--- config.mk ---
export PLATFORM = sky130hd
export DESIGN_NAME = game_fsm
export DESIGN_NICKNAME = d
export VERILOG_FILES = /design/src/rtl/game_fsm_pkg.sv /design/src/rtl/game_fsm_cursor_ctrl.sv /design/src/rtl/game_fsm.sv
export SDC_FILE = /design/constraint.sdc
export NUM_CORES = 1
export LEC_CHECK = 0
export CAP_MARGIN = 0
export CORE_MARGIN = 2
export CORE_UTILIZATION = 59
export CTS_BUF_LIST = sky130_fd_sc_hd__clkbuf_8
export DETAILED_ROUTE_END_ITERATION = 10
export PLACE_DENSITY = 0.89
export SLEW_MARGIN = 25
export SYNTH_ARGS = -nofsm -noshare
export SYNTH_HDL_FRONTEND = slang
export SYNTH_SLANG_ARGS = --single-unit
export TNS_END_PERCENT = 5
--- constraint.sdc ---
create_clock -name clk -period 3.45 [get_ports clk]
set_clock_uncertainty 0.1 [all_clocks]
set_input_delay 0.5175 -clock clk [delete_from_list [all_inputs] [get_ports clk]]
set_output_delay 0.5175 -clock clk [all_outputs]
set_load 0.05 [all_outputs]
--- src/rtl/game_fsm_pkg.sv ---
// rtl/game_fsm_pkg.sv - shared state, phase, player and button-priority definitions for game_fsm
package game_fsm_pkg;

    typedef enum logic [1:0] {
        S_SELECT_P1,
        S_SELECT_P2,
        S_PLAY,
        S_WIN
    } state_t;

    typedef enum logic [1:0] {
        PH_IDLE,
        PH_WRITE,
        PH_CHECK
    } play_phase_t;

    typedef logic player_t;
    localparam player_t P1 = 1'b0;
    localparam player_t P2 = 1'b1;

    // Single winning button after priority resolution
    typedef enum logic [2:0] {
        BTN_NONE,
        BTN_C,
        BTN_L,
        BTN_R,
        BTN_U,
        BTN_D
    } btn_t;

    // Only the highest-priority pulse acts: c > l > r > u > d
    function automatic btn_t btn_decode(input logic c, input logic l, input logic r,
                                        input logic u, input logic d);
        if (c) return BTN_C;
        if (l) return BTN_L;
        if (r) return BTN_R;
        if (u) return BTN_U;
        if (d) return BTN_D;
        return BTN_NONE;
    endfunction

endpackage

--- src/rtl/game_fsm_cursor_ctrl.sv ---
// rtl/game_fsm_cursor_ctrl.sv - saturating board cursor with centre load
module game_fsm_cursor_ctrl #(
    parameter int BOARD_SIZE = 15,
    parameter int CW = $clog2(BOARD_SIZE)
) (
    input  logic          clk,
    input  logic          rst,
    input  logic          en,
    input  logic          load,
    input  logic          left,
    input  logic          right,
    input  logic          up,
    input  logic          down,
    output logic [CW-1:0] x,
    output logic [CW-1:0] y
);

    localparam logic [CW-1:0] CENTRE = CW'(BOARD_SIZE / 2);
    localparam logic [CW-1:0] EDGE   = CW'(BOARD_SIZE - 1);

    // Move one cell per pulse, clamping at the board edges; moves are one-hot from the caller
    always_ff @(posedge clk) begin
        if (rst || load) begin
            x <= CENTRE;
            y <= CENTRE;
        end else if (en) begin
            if (left) begin
                if (x != '0) x <= x - 1'b1;
            end else if (right) begin
                if (x != EDGE) x <= x + 1'b1;
            end else if (up) begin
                if (y != '0) y <= y - 1'b1;
            end else if (down) begin
                if (y != EDGE) y <= y + 1'b1;
            end
        end
    end

endmodule

--- src/rtl/game_fsm.sv ---
// rtl/game_fsm.sv - top-level game controller; optional turn timer under GAME_TURN_TIMER_EN
module game_fsm
    import game_fsm_pkg::*;
#(
    parameter int BOARD_SIZE          = 15,
    parameter int NUM_AVATARS         = 4,
    parameter int TURN_TIMEOUT_CYCLES = 1000000000,
    localparam int CW = $clog2(BOARD_SIZE),
    localparam int AW = $clog2(NUM_AVATARS)
) (
    input  logic          clk,
    input  logic          rst,
    input  logic          btn_l,
    input  logic          btn_r,
    input  logic          btn_u,
    input  logic          btn_d,
    input  logic          btn_c,
    input  logic          cell_occupied,
    input  logic          place_ready,
    input  logic          check_done,
    input  logic          check_win,
    output state_t        state,
    output logic [CW-1:0] cursor_x,
    output logic [CW-1:0] cursor_y,
    output logic [AW-1:0] p1_avatar,
    output logic [AW-1:0] p2_avatar,
    output logic          cur_player,
    output logic          place_valid,
    output logic [CW-1:0] place_x,
    output logic [CW-1:0] place_y,
    output logic          place_player,
    output logic          check_start,
    output logic          winner,
    output logic          draw,
    output logic          clear_board
);

    localparam int MCW = $clog2(BOARD_SIZE * BOARD_SIZE + 1);
    localparam logic [MCW-1:0] CELLS      = MCW'(BOARD_SIZE * BOARD_SIZE);
    localparam logic [AW-1:0]  AVATAR_MAX = AW'(NUM_AVATARS - 1);

`ifdef GAME_TURN_TIMER_EN
    localparam int TW = $clog2(TURN_TIMEOUT_CYCLES + 1);
    localparam logic [TW-1:0] TIMER_LAST = TW'(TURN_TIMEOUT_CYCLES - 1);
    logic [TW-1:0] turn_timer;
`else
    localparam int unused_turn_timeout = TURN_TIMEOUT_CYCLES;
`endif

    play_phase_t    phase;
    logic [MCW-1:0] move_count;
    btn_t           btn;

    assign btn = btn_decode(btn_c, btn_l, btn_r, btn_u, btn_d);

    function automatic logic [AW-1:0] av_inc(input logic [AW-1:0] v);
        return (v == AVATAR_MAX) ? '0 : v + 1'b1;
    endfunction

    function automatic logic [AW-1:0] av_dec(input logic [AW-1:0] v);
        return (v == '0) ? AVATAR_MAX : v - 1'b1;
    endfunction

    // Step P2's avatar, hopping over the one P1 already owns
    function automatic logic [AW-1:0] av_step_skip(input logic [AW-1:0] v,
                                                   input logic [AW-1:0] avoid,
                                                   input logic          fwd);
        logic [AW-1:0] n;
        n = fwd ? av_inc(v) : av_dec(v);
        if (n == avoid) n = fwd ? av_inc(n) : av_dec(n);
        return n;
    endfunction

    // Cursor only moves while the current player is choosing a cell
    game_fsm_cursor_ctrl #(
        .BOARD_SIZE(BOARD_SIZE),
        .CW        (CW)
    ) u_cursor (
        .clk  (clk),
        .rst  (rst),
        .en   (state == S_PLAY && phase == PH_IDLE),
        .load (state == S_WIN && btn == BTN_C),
        .left (btn == BTN_L),
        .right(btn == BTN_R),
        .up   (btn == BTN_U),
        .down (btn == BTN_D),
        .x    (cursor_x),
        .y    (cursor_y)
    );

    // Main game sequencer: selection, placement handshake, win check, game over
    always_ff @(posedge clk) begin
        if (rst) begin
            state        <= S_SELECT_P1;
            phase        <= PH_IDLE;
            p1_avatar    <= '0;
            p2_avatar    <= AW'(1);
            cur_player   <= P1;
            place_valid  <= 1'b0;
            place_x      <= '0;
            place_y      <= '0;
            place_player <= P1;
            check_start  <= 1'b0;
            winner       <= P1;
            draw         <= 1'b0;
            clear_board  <= 1'b1;
            move_count   <= '0;
`ifdef GAME_TURN_TIMER_EN
            turn_timer   <= '0;
`endif
        end else begin
            clear_board <= 1'b0;
            check_start <= 1'b0;

            case (state)
                S_SELECT_P1: begin
                    case (btn)
                        BTN_C: begin
                            state     <= S_SELECT_P2;
                            p2_avatar <= av_inc(p1_avatar);
                        end
                        BTN_L:   p1_avatar <= av_dec(p1_avatar);
                        BTN_R:   p1_avatar <= av_inc(p1_avatar);
                        default: ;
                    endcase
                end

                S_SELECT_P2: begin
                    case (btn)
                        BTN_C: begin
                            state      <= S_PLAY;
                            phase      <= PH_IDLE;
                            cur_player <= P1;
                        end
                        BTN_L:   p2_avatar <= av_step_skip(p2_avatar, p1_avatar, 1'b0);
                        BTN_R:   p2_avatar <= av_step_skip(p2_avatar, p1_avatar, 1'b1);
                        default: ;
                    endcase
                end

                S_PLAY: begin
                    case (phase)
                        PH_IDLE: begin
                            if (btn == BTN_C && !cell_occupied) begin
                                place_x      <= cursor_x;
                                place_y      <= cursor_y;
                                place_player <= cur_player;
                                place_valid  <= 1'b1;
                                phase        <= PH_WRITE;
                            end
`ifdef GAME_TURN_TIMER_EN
                            else if (turn_timer == TIMER_LAST) begin
                                cur_player <= ~cur_player;
                                turn_timer <= '0;
                            end else begin
                                turn_timer <= turn_timer + 1'b1;
                            end
`endif
                        end

                        PH_WRITE: begin
                            if (place_valid && place_ready) begin
                                place_valid <= 1'b0;
                                check_start <= 1'b1;
                                if (move_count != CELLS) move_count <= move_count + 1'b1;
                                phase       <= PH_CHECK;
                            end
                        end

                        PH_CHECK: begin
                            // The start-pulse cycle is skipped so a stale done cannot be taken
                            if (check_done && !check_start) begin
                                if (check_win) begin
                                    winner <= place_player;
                                    state  <= S_WIN;
                                end else if (move_count == CELLS) begin
                                    draw  <= 1'b1;
                                    state <= S_WIN;
                                end else begin
                                    cur_player <= ~cur_player;
                                    phase      <= PH_IDLE;
`ifdef GAME_TURN_TIMER_EN
                                    turn_timer <= '0;
`endif
                                end
                            end
                        end

                        default: phase <= PH_IDLE;
                    endcase
                end

                S_WIN: begin
                    if (btn == BTN_C) begin
                        state       <= S_SELECT_P1;
                        clear_board <= 1'b1;
                        move_count  <= '0;
                        winner      <= P1;
                        draw        <= 1'b0;
                        phase       <= PH_IDLE;
                    end
                end

                default: state <= S_SELECT_P1;
            endcase

`ifdef GAME_TURN_TIMER_EN
            if (state != S_PLAY) turn_timer <= '0;
`endif
        end
    end

endmodule
==> summary.md, run 1 <==
| Metric | Value |
|---|---|
| Clock root buffer | clkbuf_8 |
| Die H | around 66 µm |
| Post-synth ARST share | 0% |
| GPL Wtd Cong | between 0.8 and 0.9 |
| FILL cells | 299 |
| Clk buf depth | 2 |
| IO Pins | 40 |
| Top-count cell post-synth | nor2_1 |
| Gate power share | 45.4% |
| Crit-path slowest cell | or4b_1 |
| Worst endpoint required time | approximately 3.6 ns |
| Detailed placer's ending HPWL | approximately 3.7 mm |
| Cells after Synth | 270 |
| Placement row count | 22 |
| Main synth FF type | dfxtp_1 |
| Mapped cell area | approximately 0.0023 mm² |
| First-pass DRT Iterations | 7 |
| Min Clock Period, post-route | about 2.5 ns |
| Relative slew margins | 52.9% |
| ANT nets after route | 0 |
| Post-CTS setup buffers | 0 |
| Setup TNS | 0 ns |
| Critical-path cell list | clkdlybuf4s50_1, or4b_1, xnor2_1, ha_1, nor3_1, a21oi_1, or3_1, nand3_1 |
| Share of the synthesized area in the top cell type | 34.4% |
| End of the worst hold path | place_x[0] |
| Core ar. | approximately 0.0037 mm² |
| Delay of the slowest cell on the worst path | 0.67 ns |
| Post-DR vias/cell | between 5 and 6 |
| Hold crit path type | flop to flop |
| Vias in the first global route | 1962 |
| DRT iter0 DRCs | between 150 and 200 |
| Max-cap viol count | 0 |
| Fmax | 397 MHz |
| Setup violations, final | 0 |
| Post-synth top cells | nor2_1 (40), dfxtp_1 (39), a21oi_1 (15), inv_1 (15), nand2_1 (14) |
| Setup slack, reg-to-reg | roughly 1.1 ns |
| Post-synth top area cell | dfxtp_1 |
| Mapped Nets | 295 |
| Slew at the pin with the worst max-slew slack | between 0.7 and 0.8 ns |
| Die area | 0.00436 mm² |
| CP endpoint kind | flop |
| Crit path DAT | approximately 2.7 ns |
| CP max FO | 6 |
| R2r startpoint | state[0] |
| Yosys warnings | 0 |
| Initial core utilization | roughly three fifths |
| Wire per inst | between 10 and 15 µm |
| Min-Delay Path Depth | 2 |
| First-pass GRT wire length | 8.47 mm |
| GR Overflow Total | 0 |
| Power per Cell Area | about 600 mW/mm² |
| Final Cycle Share | between 70% and 80% |
| Yosys reg bits | 39 |
| IO Port Bufs | 39 |
| Seq pwr share | around 36% |
| Final Hold Fails | 0 |
| Diode count | 0 |
| Total Wirelength | roughly 5.0 mm |
| Clk pwr share | between 10% and 20% |
| CTS tree | done |
| Power Total | approximately 1600 µW |
| Layout cells sized above 1 | roughly 7% |
| Final Max Tran Viols | 0 |
| Syn Area/Cell | between 8 and 9 µm² |
| Cell variety after synth | 51 |
| Startpoint Class | input pin |
| FF-to-FF path depth | 7 |
| Sink Count | 39 |
| Leakage power | approximately 0.0011 µW |
| H-tree Lvls | 2 |
| Sw power | roughly 690 µW |
| Post-synth EDFFs | 0 |
| Top cells by area, synth | dfxtp_1 (34%), ha_1 (7.2%), nor2_1 (6.6%) |
| Clock latency on the worst-skew pair | approximately 0.30 ns |
| Num CTS Buffers | 5 |
| Switching part of the total | between 40% and 50% |
| Internal power | slightly above 900 µW |
| Chip width | around 66 µm |
| Total Nets Final | about 330 |
| Cts repair resizes | 0 |
| Status | finished, final reports clean |
| Worst ir drop on vdd | 402 µV |
| Hold Startpoint | place_x[0] |
| DR DRC count | 0 |
| Area grow syn2layout | 22.4% |
| Kind of critical path | input pin to flop |
| Via count | 2030 |
| Worst-path clk slew | ~0.08 ns |
| R2r endpoint | place_x[2] |
| Sequential fraction of the synthesis area | between 30% and 40% |
| Initial antenna violation count | 0 |
| Largest net degree at the start of global routing | 25 |
| Global-route usage over all layers | around 25% |
| # hold bufs at CTS | 0 |
| RSZ-0062 raised after global routing | no |
==> power groups by stage <==
stage	Clock [µW]	Sequential (µW)	Combinational [µW]
2_1_floorplan	0	687	444
3_3_place_gp	0	583	711
3_5_place_dp	0	588	730
4_1_cts	316	577	735
5_1_grt	338	587	808
6_report	311	577	738
==> metrics by stage <==
stage                     utilization [%]  cell area (µm²)  std cells  setup WS [ns]  hold slack [ns]
after floorplan                         -             2270        270          0.976            0.385
after global placement               73.0             2690        347          0.678            0.367
after detailed placement             73.0             2690        347          0.624            0.384
after CTS                            75.4             2780        355          0.939            0.403
after global routing                 75.4             2780        355          0.787            0.445
final                                75.4             2780        355          0.933            0.393
==> cells in the final DEF, fill, tap and decap left out, types with 6 or more instances in the layout <==
master,n
nor2_1,40
dfxtp_1,39
clkdlybuf4s50_1,39
inv_1,15
a21oi_1,15
nand2_1,14
mux2i_1,13
ha_1,13
xnor2_1,10
o21ai_0,10
nor3b_1,7
and3_1,6
nor3_1,6
a31oi_1,6
==> worst max-delay path by stage <==
stage	startpoint	end	slack, ns	depth (start not counted)
CTS	btn_l	u_cursor.y[2]	0.94	8
floorplan	p2_avatar[0]	p2_avatar[0]	0.98	7
global route	btn_l	u_cursor.y[2]	0.79	8
finish	btn_l	u_cursor.y[2]	0.93	8
global placement	btn_l	u_cursor.y[2]	0.68	8
detailed placement	btn_l	u_cursor.y[2]	0.62	8
==> worst max-delay path: cells and delay by family <==
family / cells / cell delay [ns]
AND/OR/NAND/NOR: 4 / 1.23
buffers and inverters: 1 / 0.46
adder cells (fa/ha/maj): 1 / 0.20
XOR/XNOR: 1 / 0.18
AO/OA/AOI/OAI: 1 / 0.07
==> sequential cells by signal, indices dropped and copies added, names as in the netlist, 2 cells and up <==
signal,cells
u_cursor.x,4
phase,2
place_y,4
u_cursor.y,4
p2_avatar,2
place_x,4
state,2
p1_avatar,2
move_count,8
==> final cells by class <==
class / instances / area (µm²) / area share, %
Multi-Input combinational cell: 202 / 1380 / 49.4
Sequential cell: 39 / 781 / 28.1
Timing Repair Buffer: 43 / 420 / 15.1
Clock buffer: 5 / 68.8 / 2.47
Tap cell: 48 / 60.1 / 2.16
Inverter: 15 / 56.3 / 2.02
Clock inverter: 3 / 20.0 / 0.720
==> layer usage <==
metal  vias up  part of all wire (%)  global-route usage (%)
met1       940                    46                    30.5
met5         -                     0                       0
li1       1032                     -                       -
met4         0                   1.0                    7.65
met2        52                    48                    43.3
met3         6                   4.7                    6.13
==> kinds of logic after synthesis <==
kind of cell,after synthesis,share of synthesized area (%)
flip-flops,39,34.4
adder cells (fa/ha/maj),14,8.04
multiplexers,15,6.72
XOR/XNOR,13,5.01
buffers and inverters,29,5.12
AO/OA/AOI/OAI,55,16.8
AND/OR/NAND/NOR,105,24.0
Power figures use the tool's default switching activity.
==> run 2, diff against run 1 <==
- CORE_UTILIZATION: 59 -> 49
- PLACE_DENSITY: 0.89 -> 0.79
- clock period: 3.45 -> 2.3 ns (I/O delays scaled with it)
==> run 2 against run 1 <==
Sequential share of layout area decreased by 1.5 points. Final cell count is 5.4% higher. Count of clock-buffer cells in the layout up 1. Combinational power up 53%. Clock power increased by 94%. Non-clock buffer count is 15 higher. Via count decreased by 0.30%. Highest routed layer unchanged. Critical path depth unchanged. Wire length about the same. Global-route usage shrank 5.0 points. Critical endpoint unchanged. Register-to-register slack got worse by 0.93 ns.
==> summary.md, run 2 (synthesized netlist as in run 1, its figures left out) <==
| Metric | Value |
|---|---|
| Status | finished, final reports clean |
| Total Nets Final | 346 (+4.5%) |
| Final core utilization | 66.6% (-8.9 points) |
| Setup TNS | 0 ns (unchanged) |
| Via count | 2024 (-0.30%) |
| Met2 Use GR | 33.6% (-9.7 points) |
| Design area | 0.00294 mm² (+5.6%) |
| Post-DR vias/cell | 5.41 (-5.4%) |
| Worst ir drop on vdd | 525 µV (+31%) |
| RSZ-0062 raised after global routing | no |
| First-pass GRT wire length | 8.27 mm (-2.4%) |
| Global-route usage over all layers | 20.0% (-5.0 points) |
| Clock latency on the worst-skew pair | 0.30 ns (about the same) |
| Startpoint Class | input pin |
| Slew at the pin with the worst max-slew slack | 0.512 ns (-0.192 ns) |
| Core ar. | 0.00441 mm² (+20%) |
| Worst-path clk slew | 0.08 ns (about the same) |
| Wire per inst | 13.4 µm (-5.1%) |
| Hold crit path type | flop to flop |
| Fmax | around 450 MHz |
| Initial antenna violation count | 0 (unchanged) |
| Max reg flops | 8 (unchanged) |
| Total Wirelength | 5.02 mm (about the same) |
| Relative slew margins | 65.8% (+13 points) |
| H-tree Lvls | 2 (unchanged) |
| Leakage power | 0.00122 µW (+8.3%) |
| Chip width | 72.1 µm (+9.1%) |
| Placement row count | 24 (+9.1%) |
| DR DRC count | 0 (unchanged) |
| Met1 usage | 25.5% (-5.1 points) |
| Max-cap viol count | 0 (unchanged) |
| WHS | 0.395 ns (+0.00193 ns) |
| Final Cycle Share | about 96% |
| Vias in the first global route | 1805 (-8.0%) |
| CP endpoint kind | flop |
| CP max FO | 4 (-2) |
| Num CTS Buffers | 5 (unchanged) |
| Detailed placer's ending HPWL | 3.71 mm (+1.5%) |
| GR Overflow Total | 0 (unchanged) |
| First-pass DRT Iterations | 4 (-3) |
| Largest net degree at the start of global routing | 15 (-40%) |
| Initial core utilization | 51.5% (-10 points) |
| Min Clock Period, post-route | between 2 and 2.5 ns |
| CTS tree | done |
| Diode count | 0 (unchanged) |
| Cts repair resizes | 0 (unchanged) |
| Worst endpoint required time | 2.44 ns (-1.15 ns) |
| ANT nets after route | 0 (unchanged) |
| Most common cell after layout, fill and taps aside | nor2_1 |
| Met3 usage | 4.72% (-1.4 points) |
| GPL Wtd Cong | 0.856 (-2.6%) |
| Reg with most FFs | move_count |
| Power per Cell Area | 886 mW/mm² (+51%) |
| Clk buf depth | 2 (unchanged) |
| Layout cells sized above 1 | 12.1% (+5.3 points) |
| Final Max Tran Viols | 0 (unchanged) |
| Commonest non-fill, non-tap cells in the layout | nor2_1 (40), clkdlybuf4s50_1 (39), dfxtp_1 (38) |
| Final Hold Fails | 0 (unchanged) |
| Layout Cells excl Fill | 374 (+5.4%) |
| Setup violations, final | 0 (unchanged) |
| Clock root buffer | clkbuf_8 |
| Crit path DAT | 2.35 ns (-0.31 ns) |
| Sink Count | 39 (unchanged) |
| Placed Cells | 366 (+5.5%) |
| DRT iter0 DRCs | 106 (-44%) |
| Die area | 0.00520 mm² (+19%) |
| # hold bufs at CTS | 0 (unchanged) |
| Die H | 72.1 µm (+9.1%) |
| DP Area | 0.00281 mm² (+4.4%) |
| Kind of critical path | input pin to flop |
| Area grow syn2layout | 29.3% |
| IO Port Bufs | 39 (unchanged) |
| IO Pins | 40 (unchanged) |
| Most Crowded Layer GR | met2 |
| Post-CTS setup buffers | 0 (unchanged) |
run 2: area by class of cell:
class	count	area, µm²
multi-input combinational	202	1380
timing repair buffer	58	533
inverter	15	56.3
tap	52	65.1
fill	376	1480
sequential	39	782
clock inverter	2	35.0
clock buffer	6	82.6
run 2: power breakdown:
part	internal [µW]	total [µW]	switching (µW)
logic	475	1130	658
clock network	351	603	252
registers	753	865	112
total	1580	2600	1020
run 2: final timing paths:
| path | cells after the start | endpoint | from | slack [ns] |
|---|---|---|---|---|
| max reg2reg | 7 | p2_avatar[0] | p2_avatar[0] | 0.15 |
| max | 8 | u_cursor.y[2] | btn_r | 0.09 |
| min reg2reg | 2 | place_x[0] | place_x[0] | 0.39 |
| min | 2 | place_x[0] | place_x[0] | 0.39 |
run 2: stage by stage:
| stage | power, µW | setup WS [ns] |
|---|---|---|
| 2_1_floorplan | 1700 | 0.0210 |
| 3_3_place_gp | 1990 | -0.204 |
| 3_5_place_dp | 2000 | -0.239 |
| 4_1_cts | 2600 | 0.0750 |
| 5_1_grt | 2740 | 0.00192 |
| 6_report | 2600 | 0.0923 |
run 2: critical path, stage by stage:
cell and delay, ns:
clkdlybuf4s50_1 0.45, or4b_4 0.58, xnor2_1 0.15, ha_1 0.21
nor3_2 0.16, a21oi_1 0.07, or3_1 0.31, nand3_1 0.08
run 2: metal layers:
| metal | routed length (µm) | share of wire [%] | vias up |
|---|---|---|---|
| li1 | - | - | 1060 |
| met2 | 2350 | 47 | 29 |
| met5 | 0 | 0 | - |
| met1 | 2440 | 49 | 929 |
| met3 | 171 | 3.4 | 6 |
| met4 | 62 | 1.2 | 0 |
